## config.mk

```make
export PLATFORM = sky130hd
export DESIGN_NAME = cc_displaytimer_counter_flat
export DESIGN_NICKNAME = d
export VERILOG_FILES = /design/src/rtl/cc_displaytimer_pkg.sv /design/src/rtl/cc_displaytimer_counter_if.sv /design/src/rtl/cc_displaytimer_seconds_down.sv /design/src/rtl/cc_displaytimer_counter.sv /design/src/flat_wrapper.sv
export SDC_FILE = /design/constraint.sdc
export NUM_CORES = 1
export LEC_CHECK = 0
export ABC_CLOCK_PERIOD_IN_PS = 2100
export CORE_AREA = 3 3 80 82
export CTS_CLUSTER_DIAMETER = 30
export DETAILED_ROUTE_END_ITERATION = 7
export DIE_AREA = 0 0 83 85
export HOLD_SLACK_MARGIN = 0.08
export PLACE_DENSITY = 0.72
export SLEW_MARGIN = 10
export SYNTH_ARGS = -nofsm -noshare
export SYNTH_HDL_FRONTEND = slang
export SYNTH_HIERARCHICAL = 1
export SYNTH_SLANG_ARGS = --single-unit
export TNS_END_PERCENT = 100
```

## constraint.sdc

```tcl
create_clock -name CC_DISPLAYTIMER_COUNTER_CLOCK_50 -period 2.1 [get_ports CC_DISPLAYTIMER_COUNTER_CLOCK_50]
set_clock_uncertainty 0.15 [all_clocks]
set_input_delay 0.42 -clock CC_DISPLAYTIMER_COUNTER_CLOCK_50 [delete_from_list [all_inputs] [get_ports CC_DISPLAYTIMER_COUNTER_CLOCK_50]]
set_output_delay 0.42 -clock CC_DISPLAYTIMER_COUNTER_CLOCK_50 [all_outputs]
set_load 0.02 [all_outputs]
```

## src/rtl/cc_displaytimer_pkg.sv

```systemverilog
// ---------------------------------------------------------------------------
// cc_displaytimer_pkg
//   Definitions shared by the display-timer counter and its comparator:
//   - state_t                   : 2-bit counter FSM encoding
//   - DISPLAYTIMER_DATAWIDTH_DEF: default width of the cycle-count bus
//   - DISPLAYTIMER_TERMINAL_2S  : terminal count for a 2 s tick at 50 MHz
//                                 (the count runs 0..terminal, terminal+1 cycles)
// ---------------------------------------------------------------------------
package cc_displaytimer_pkg;

  typedef enum logic [1:0] {
    ST_IDLE  = 2'd0,
    ST_RUN   = 2'd1,
    ST_PAUSE = 2'd2,
    ST_DONE  = 2'd3
  } state_t;

  localparam int DISPLAYTIMER_DATAWIDTH_DEF = 27;
  localparam int DISPLAYTIMER_TERMINAL_2S   = 99_999_999;

endpackage

```

## src/rtl/cc_displaytimer_counter_if.sv

```systemverilog
// ---------------------------------------------------------------------------
// cc_displaytimer_counter_if
//   Control and data signals of cc_displaytimer_counter. Signal names are
//   the counter's port names without the CC_DISPLAYTIMER_COUNTER_ prefix.
//   slave  : the counter (takes start/pause/T0, drives data and status)
//   master : the surroundings (game FSM + comparator)
//     start_InLow     low = (re)load and run
//     pause_InLow     low = freeze counting
//     T0_InLow        comparator match, low when data_OutBUS == terminal
//     data_OutBUS     cycle count towards the comparator
//     seconds_OutBUS  remaining seconds
//     tick_OutHigh    one-cycle pulse per wrap
//     timeout_OutHigh high once the seconds are used up
//     running_OutHigh high while counting
// ---------------------------------------------------------------------------
interface cc_displaytimer_counter_if #(
  parameter int DW = 27,
  parameter int SW = 7
);
  logic          start_InLow;
  logic          pause_InLow;
  logic          T0_InLow;
  logic [DW-1:0] data_OutBUS;
  logic [SW-1:0] seconds_OutBUS;
  logic          tick_OutHigh;
  logic          timeout_OutHigh;
  logic          running_OutHigh;

  modport slave (
    input  start_InLow, pause_InLow, T0_InLow,
    output data_OutBUS, seconds_OutBUS, tick_OutHigh, timeout_OutHigh, running_OutHigh
  );

  modport master (
    output start_InLow, pause_InLow, T0_InLow,
    input  data_OutBUS, seconds_OutBUS, tick_OutHigh, timeout_OutHigh, running_OutHigh
  );
endinterface

```

## src/rtl/cc_displaytimer_seconds_down.sv

```systemverilog
// ---------------------------------------------------------------------------
// cc_displaytimer_seconds_down
//   Loadable SW-bit down counter with zero flag. Load has priority over
//   decrement; a decrement at zero is ignored so the count never underflows.
//   Ports:
//     clk, rst  clock, asynchronous active-high reset (count <= RESET_VALUE)
//     i_load    load i_init on this edge
//     i_dec     decrement on this edge
//     i_init    value to load
//     o_count   registered count
//     o_zero    high while the count is zero
// ---------------------------------------------------------------------------
module cc_displaytimer_seconds_down #(
  parameter int SW          = 7,
  parameter int RESET_VALUE = 60
) (
  input  logic          clk,
  input  logic          rst,
  input  logic          i_load,
  input  logic          i_dec,
  input  logic [SW-1:0] i_init,
  output logic [SW-1:0] o_count,
  output logic          o_zero
);

  logic [SW-1:0] r_count;

  always_ff @(posedge clk or posedge rst) begin
    if (rst) begin
      r_count <= SW'(RESET_VALUE);
    end else if (i_load) begin
      r_count <= i_init;
    end else if (i_dec && (r_count != '0)) begin
      r_count <= r_count - SW'(1);
    end
  end

  assign o_count = r_count;
  assign o_zero  = (r_count == '0);

endmodule

```

## src/rtl/cc_displaytimer_counter.sv

```systemverilog
// ---------------------------------------------------------------------------
// cc_displaytimer_counter
//   Free-running cycle counter feeding the display-timer comparator, plus a
//   per-life seconds countdown. The count wraps to 0 when the comparator's
//   active-low match (T0) is seen in RUN; each wrap is a tick and costs one
//   second. Running out of seconds ends in DONE (timeout) until restarted.
//   Edge priority: start > T0 wrap > pause.
//   Ports:
//     CC_DISPLAYTIMER_COUNTER_CLOCK_50      system clock
//     CC_DISPLAYTIMER_COUNTER_RESET_InHigh  asynchronous reset, active-high
//     bus (slave)                           start/pause/T0 in;
//                                           data/seconds/tick/timeout/running out
// ---------------------------------------------------------------------------
module cc_displaytimer_counter
  import cc_displaytimer_pkg::*;
#(
  parameter int DISPLAYTIMER_DATAWIDTH = 27,
  parameter int SECONDS_WIDTH          = 7,
  parameter int SECONDS_INIT           = 60
) (
  input  logic                      CC_DISPLAYTIMER_COUNTER_CLOCK_50,
  input  logic                      CC_DISPLAYTIMER_COUNTER_RESET_InHigh,
  cc_displaytimer_counter_if.slave  bus
);

  localparam int                 DW          = DISPLAYTIMER_DATAWIDTH;
  localparam int                 SW          = SECONDS_WIDTH;
  localparam logic [SW-1:0]      LP_SEC_INIT = SW'(SECONDS_INIT);
  // With no seconds to spend, a start lands directly in DONE.
  localparam bit                 LP_INIT_ZERO = (SECONDS_INIT == 0);

  state_t        r_state;
  logic [DW-1:0] r_data;
  logic          r_tick;
  logic          r_timeout;
  logic          r_running;

  logic          w_start;
  logic          w_pause;
  logic          w_wrap;
  logic          w_sec_dec;
  logic          w_sec_zero;
  logic          w_sec_last;
  logic [SW-1:0] w_seconds;

  assign w_start    = ~bus.start_InLow;
  assign w_pause    = ~bus.pause_InLow;
  assign w_wrap     = (r_state == ST_RUN) && ~bus.T0_InLow;
  assign w_sec_dec  = ~w_start && w_wrap;
  assign w_sec_last = (w_seconds == SW'(1));

  cc_displaytimer_seconds_down #(
    .SW          (SW),
    .RESET_VALUE (SECONDS_INIT)
  ) u_seconds (
    .clk     (CC_DISPLAYTIMER_COUNTER_CLOCK_50),
    .rst     (CC_DISPLAYTIMER_COUNTER_RESET_InHigh),
    .i_load  (w_start),
    .i_dec   (w_sec_dec),
    .i_init  (LP_SEC_INIT),
    .o_count (w_seconds),
    .o_zero  (w_sec_zero)
  );

  always_ff @(posedge CC_DISPLAYTIMER_COUNTER_CLOCK_50 or posedge CC_DISPLAYTIMER_COUNTER_RESET_InHigh) begin
    if (CC_DISPLAYTIMER_COUNTER_RESET_InHigh) begin
      r_state   <= ST_IDLE;
      r_data    <= '0;
      r_tick    <= 1'b0;
      r_timeout <= 1'b0;
      r_running <= 1'b0;
    end else begin
      r_tick <= 1'b0;
      if (w_start) begin
        r_data <= '0;
        if (LP_INIT_ZERO) begin
          r_state   <= ST_DONE;
          r_timeout <= 1'b1;
          r_running <= 1'b0;
        end else begin
          r_state   <= ST_RUN;
          r_timeout <= 1'b0;
          r_running <= 1'b1;
        end
      end else begin
        case (r_state)
          ST_RUN: begin
            if (w_wrap) begin
              // Wrap and spend a second before honouring a coincident pause.
              r_data <= '0;
              r_tick <= 1'b1;
              if (w_sec_last || w_sec_zero) begin
                r_state   <= ST_DONE;
                r_timeout <= 1'b1;
                r_running <= 1'b0;
              end else if (w_pause) begin
                r_state   <= ST_PAUSE;
                r_running <= 1'b0;
              end
            end else if (w_pause) begin
              r_state   <= ST_PAUSE;
              r_running <= 1'b0;
            end else begin
              // All-ones rolls over naturally without a tick: only T0 ticks.
              r_data <= r_data + DW'(1);
            end
          end
          ST_PAUSE: begin
            if (!w_pause) begin
              r_state   <= ST_RUN;
              r_running <= 1'b1;
            end
          end
          ST_DONE: begin
            r_data <= '0;
          end
          default: begin
          end
        endcase
      end
    end
  end

  assign bus.data_OutBUS     = r_data;
  assign bus.seconds_OutBUS  = w_seconds;
  assign bus.tick_OutHigh    = r_tick;
  assign bus.timeout_OutHigh = r_timeout;
  assign bus.running_OutHigh = r_running;

endmodule

```

## src/flat_wrapper.sv

```systemverilog
// flat-port wrapper written by rule: the top's interface ports become plain ports
module cc_displaytimer_counter_flat import cc_displaytimer_pkg::*;
#(
  parameter int DISPLAYTIMER_DATAWIDTH = 27,
  parameter int SECONDS_WIDTH          = 7,
  parameter int SECONDS_INIT           = 60
)
  (CC_DISPLAYTIMER_COUNTER_CLOCK_50, CC_DISPLAYTIMER_COUNTER_RESET_InHigh, bus_start_InLow, bus_pause_InLow, bus_T0_InLow, bus_data_OutBUS, bus_seconds_OutBUS, bus_tick_OutHigh, bus_timeout_OutHigh, bus_running_OutHigh);
  cc_displaytimer_counter_if #(.DW((27)), .SW((7))) bus_i ();
  input  logic CC_DISPLAYTIMER_COUNTER_CLOCK_50;
  input  logic CC_DISPLAYTIMER_COUNTER_RESET_InHigh;
  input wire logic [$bits(bus_i.start_InLow)-1:0] bus_start_InLow;
  input wire logic [$bits(bus_i.pause_InLow)-1:0] bus_pause_InLow;
  input wire logic [$bits(bus_i.T0_InLow)-1:0] bus_T0_InLow;
  output wire logic [$bits(bus_i.data_OutBUS)-1:0] bus_data_OutBUS;
  output wire logic [$bits(bus_i.seconds_OutBUS)-1:0] bus_seconds_OutBUS;
  output wire logic [$bits(bus_i.tick_OutHigh)-1:0] bus_tick_OutHigh;
  output wire logic [$bits(bus_i.timeout_OutHigh)-1:0] bus_timeout_OutHigh;
  output wire logic [$bits(bus_i.running_OutHigh)-1:0] bus_running_OutHigh;
  assign bus_i.start_InLow = bus_start_InLow;
  assign bus_i.pause_InLow = bus_pause_InLow;
  assign bus_i.T0_InLow = bus_T0_InLow;
  assign bus_data_OutBUS = bus_i.data_OutBUS;
  assign bus_seconds_OutBUS = bus_i.seconds_OutBUS;
  assign bus_tick_OutHigh = bus_i.tick_OutHigh;
  assign bus_timeout_OutHigh = bus_i.timeout_OutHigh;
  assign bus_running_OutHigh = bus_i.running_OutHigh;
  cc_displaytimer_counter #(.DISPLAYTIMER_DATAWIDTH(DISPLAYTIMER_DATAWIDTH), .SECONDS_WIDTH(SECONDS_WIDTH), .SECONDS_INIT(SECONDS_INIT)) u_core (.CC_DISPLAYTIMER_COUNTER_CLOCK_50(CC_DISPLAYTIMER_COUNTER_CLOCK_50), .CC_DISPLAYTIMER_COUNTER_RESET_InHigh(CC_DISPLAYTIMER_COUNTER_RESET_InHigh), .bus(bus_i));
endmodule
```

==> impl_metrics.yaml <==
synthesis:
  synth_enable_flop_cells: 0
  synth_seq_cells: 39
  synthCells: 248
  synth_seq_area_share_pct: 42.9
  synthFlopType: "dfrtp_1"
  syn_area_mm2: 0.00229
  syn_area_per_cell_um2: 9.22
  async_flop_share_pct: 100
  ys_warn_count: 6
  synthDistinctLibCells: 55
sta:
  drv_slew: 0
  slew_headroom_pct: 59.8
  rsz0062_at_grt: "no"
  tightest_slew_ps: 597
  clock.fmax_ghz: 0.493
  min_period_ps: 2030
  finalHoldViolations: 0
  setup_viol_count_final: 0
  min_period_over_period_pct: 96.7
die:
  ios: 42
  dieArea_mm2: 0.00706
  die_x_um: 83
  die_h_um: 85
  core_area_mm2: 0.00582
  start_util_pct: 39.3
  placementRows: 28
finish:
  final_nets: 325
  final_cell_mix: "37 x clkdlybuf4s50_1, 34 x dfrtp_1, 26 x buf_4"
  post-route-cell-area_mm2: 0.00308
  diodes: 0
  fillers: 561
  drive_gt1_share_pct: 14.7
  layout_commonest_cell: "clkdlybuf4s50_1"
  syn_to_final_growth_pct: 34.5
clock_tree:
  clk_path_buf_depth: 2
  clkTransAtPathRegs_ps: 80
  ctsHoldBuffers: 0
  cts-root-buf: "clkbuf_8"
  clock_latency_ps: 300
  post-cts-setup-buffers: 0
  cts_tree: "yes"
  cts_buffers: 5
  numClockSinks: 39
  cts.htree.levels: 2
detailed_routing:
  wl_per_cell_um: 14.1
  vias: 2095
  first_pass_iters: 4
  drcViolationCount: 0
  wl_um: 5570
  drt_iter0_drc: 111
  ant_nets: 0
  routed_via_density: 5.32
worst_setup_path:
  crit_type: "input port to flop"
  r2r_cells: 4
  crit_required_ps: 2170
  cp-start-kind: "input port"
  crit_path_end_kind: "flop"
  rrSetupSlack_ps: 130
  r2r-start: "u_core/bus.data_OutBUS[13]$_DFFE_PP0P_"
  rr_endpoint: "u_core/bus.data_OutBUS[20]$_DFFE_PP0P_"
  crit_path_max_fanout: 16
  arrival_ps: 2100
min_path:
  hold_path_class: "input port to async pin"
place:
  post-dp-hpwl_um: 4040
  routabilityCongestion: 0.847
  port_buffers: 41
  placed_area_mm2: 0.00299
status:
  outcome: "completed"
power:
  power_density_mw_per_mm2: 513
  p_leak_nw: 1.20
  vdd_ir_drop_max_v: 0.000332
  power_mw: 1.58
global_routing:
  grt_pass1_vias: 2113
  grt_max_degree: 33
  grt_use_total_pct: 16.6
  grt_pass1_wl_um: 9590
  antenna_found_initial: 0
  grt_overflow_total: 0
run:
  max_cap_viol_count: 0
[state kept, by name, summed over array words and instances, names as in the netlist]
register	count
u_core/bus.data_OutBUS	27
u_core/u_seconds/o_count	7
u_core/r_state	2
u_core/bus.running_OutHigh	1
u_core/bus.tick_OutHigh	1
u_core/bus.timeout_OutHigh	1
[synthesized netlist by cell type, types with 2 or more instances]
cell       count  share of area, %
clkbuf_1       6              0.98
o31a_1         2              0.77
ha_1           2               1.1
nand2b_1      13               3.6
nor2b_1        6               1.6
o21ai_0        5               1.1
dfrtp_1       35                38
xor2_1         3               1.1
conb_1         2              0.33
and4_1         3               1.1
mux2i_1        8               3.5
xnor2_1        3               1.1
and2_1         2              0.55
nor4_1        13               3.6
nand3_1       10               2.2
o41ai_1        2              0.77
nand4bb_1      2              0.98
dfstp_2        4               4.6
nand4_1        8               2.2
nor3_1         3              0.66
nand2_1       24               3.9
o21a_1         3              0.98
nor2_1        14               2.3
or3_1          4               1.1
inv_1         10               1.6
or4_1          6               2.0
a31oi_1        2              0.55
buf_2          2              0.44
o31ai_1        6               2.0
o211ai_1       2              0.66
a21oi_1       17               3.7
nor3b_1        3              0.98
[metal layers]
layer / global-route usage [%] / part of all wire, % / wire (um) / vias to the layer above
li1: - / - / - / 1052
met1: 20.5 / 46 / 2570 / 994
met2: 28.6 / 49 / 2730 / 43
met3: 3.79 / 3.5 / 194 / 6
met4: 5.94 / 1.4 / 76 / 0
met5: 0 / 0 / 0 / -
[through the flow]
stage | setup slack [ps] | util [%] | setup TNS (ps) | cells | hold WS [ps]
2_1_floorplan | 9.46 | - | 0 | 253 | 70.5
4_1_cts | 67.9 | 52.7 | 0 | 394 | 243
6_report | 70.3 | 52.9 | 0 | 394 | 240
5_1_grt | 7.26 | 52.9 | 0 | 394 | 255
3_5_place_dp | -251 | 51.4 | -3560 | 386 | 362
3_3_place_gp | -191 | 51.4 | -2950 | 386 | 339
[critical path, stage by stage]
cell             delay, ps
clkdlybuf4s50_1        410
buf_4                  150
nand4bb_1              140
nand4_1                110
buf_4                  200
or4_1                  500
a21oi_1                170
[cells by family (layout without fill, tap and decap cells)]
logic type,Yosys count,after routing,synth area share (%)
fa+ha+maj,3,3,1.53
simple gates,121,121,31.2
other cells,2,7,0.328
xor+xnor,6,6,2.30
compound gates,49,49,14.2
buf+inv,20,86,3.99
flops,39,39,42.9
mux,8,8,3.50
[power breakdown]
group          switching [mW]  total (mW)  internal [mW]  leakage [nW]
clock network           0.265       0.498          0.233        0.0422
logic                   0.142       0.259          0.117         0.643
registers              0.0403       0.822          0.781         0.515
[timing repair]
action | 4_1_cts | 5_1_grt
gates resized for setup | 4 | 4
endpoints found under the setup margin | 4 | 6
gates cloned | 0 | 0
[area by class of cell]
| type | instances | area, um2 | share of cell area [%] |
|---|---|---|---|
| Clock buffer | 7 | 76.3 | 2.48 |
| Clock inverter | 1 | 5.00 | 0.163 |
| Inverter | 10 | 37.5 | 1.22 |
| Multi-Input combinational cell | 194 | 1260 | 41.0 |
| Sequential cell | 39 | 982 | 31.9 |
| Tap cell | 75 | 93.8 | 3.05 |
| Timing Repair Buffer | 68 | 621 | 20.2 |
[worst max-delay path by stage]
stage                    start                                       to  slack, ps
6_report       bus_start_InLow   u_core/bus.data_OutBUS[14]$_DFFE_PP0P_         70
5_1_grt        bus_start_InLow   u_core/bus.data_OutBUS[10]$_DFFE_PP0P_          7
4_1_cts        bus_start_InLow   u_core/bus.data_OutBUS[14]$_DFFE_PP0P_         70
3_5_place_dp   bus_start_InLow   u_core/bus.data_OutBUS[14]$_DFFE_PP0P_       -250
3_3_place_gp   bus_start_InLow   u_core/bus.data_OutBUS[12]$_DFFE_PP0P_       -190
2_1_floorplan  bus_start_InLow  u_core/u_seconds/o_count[3]$_DFFE_PP1P_          9
(Power assumes the default switching activity.)
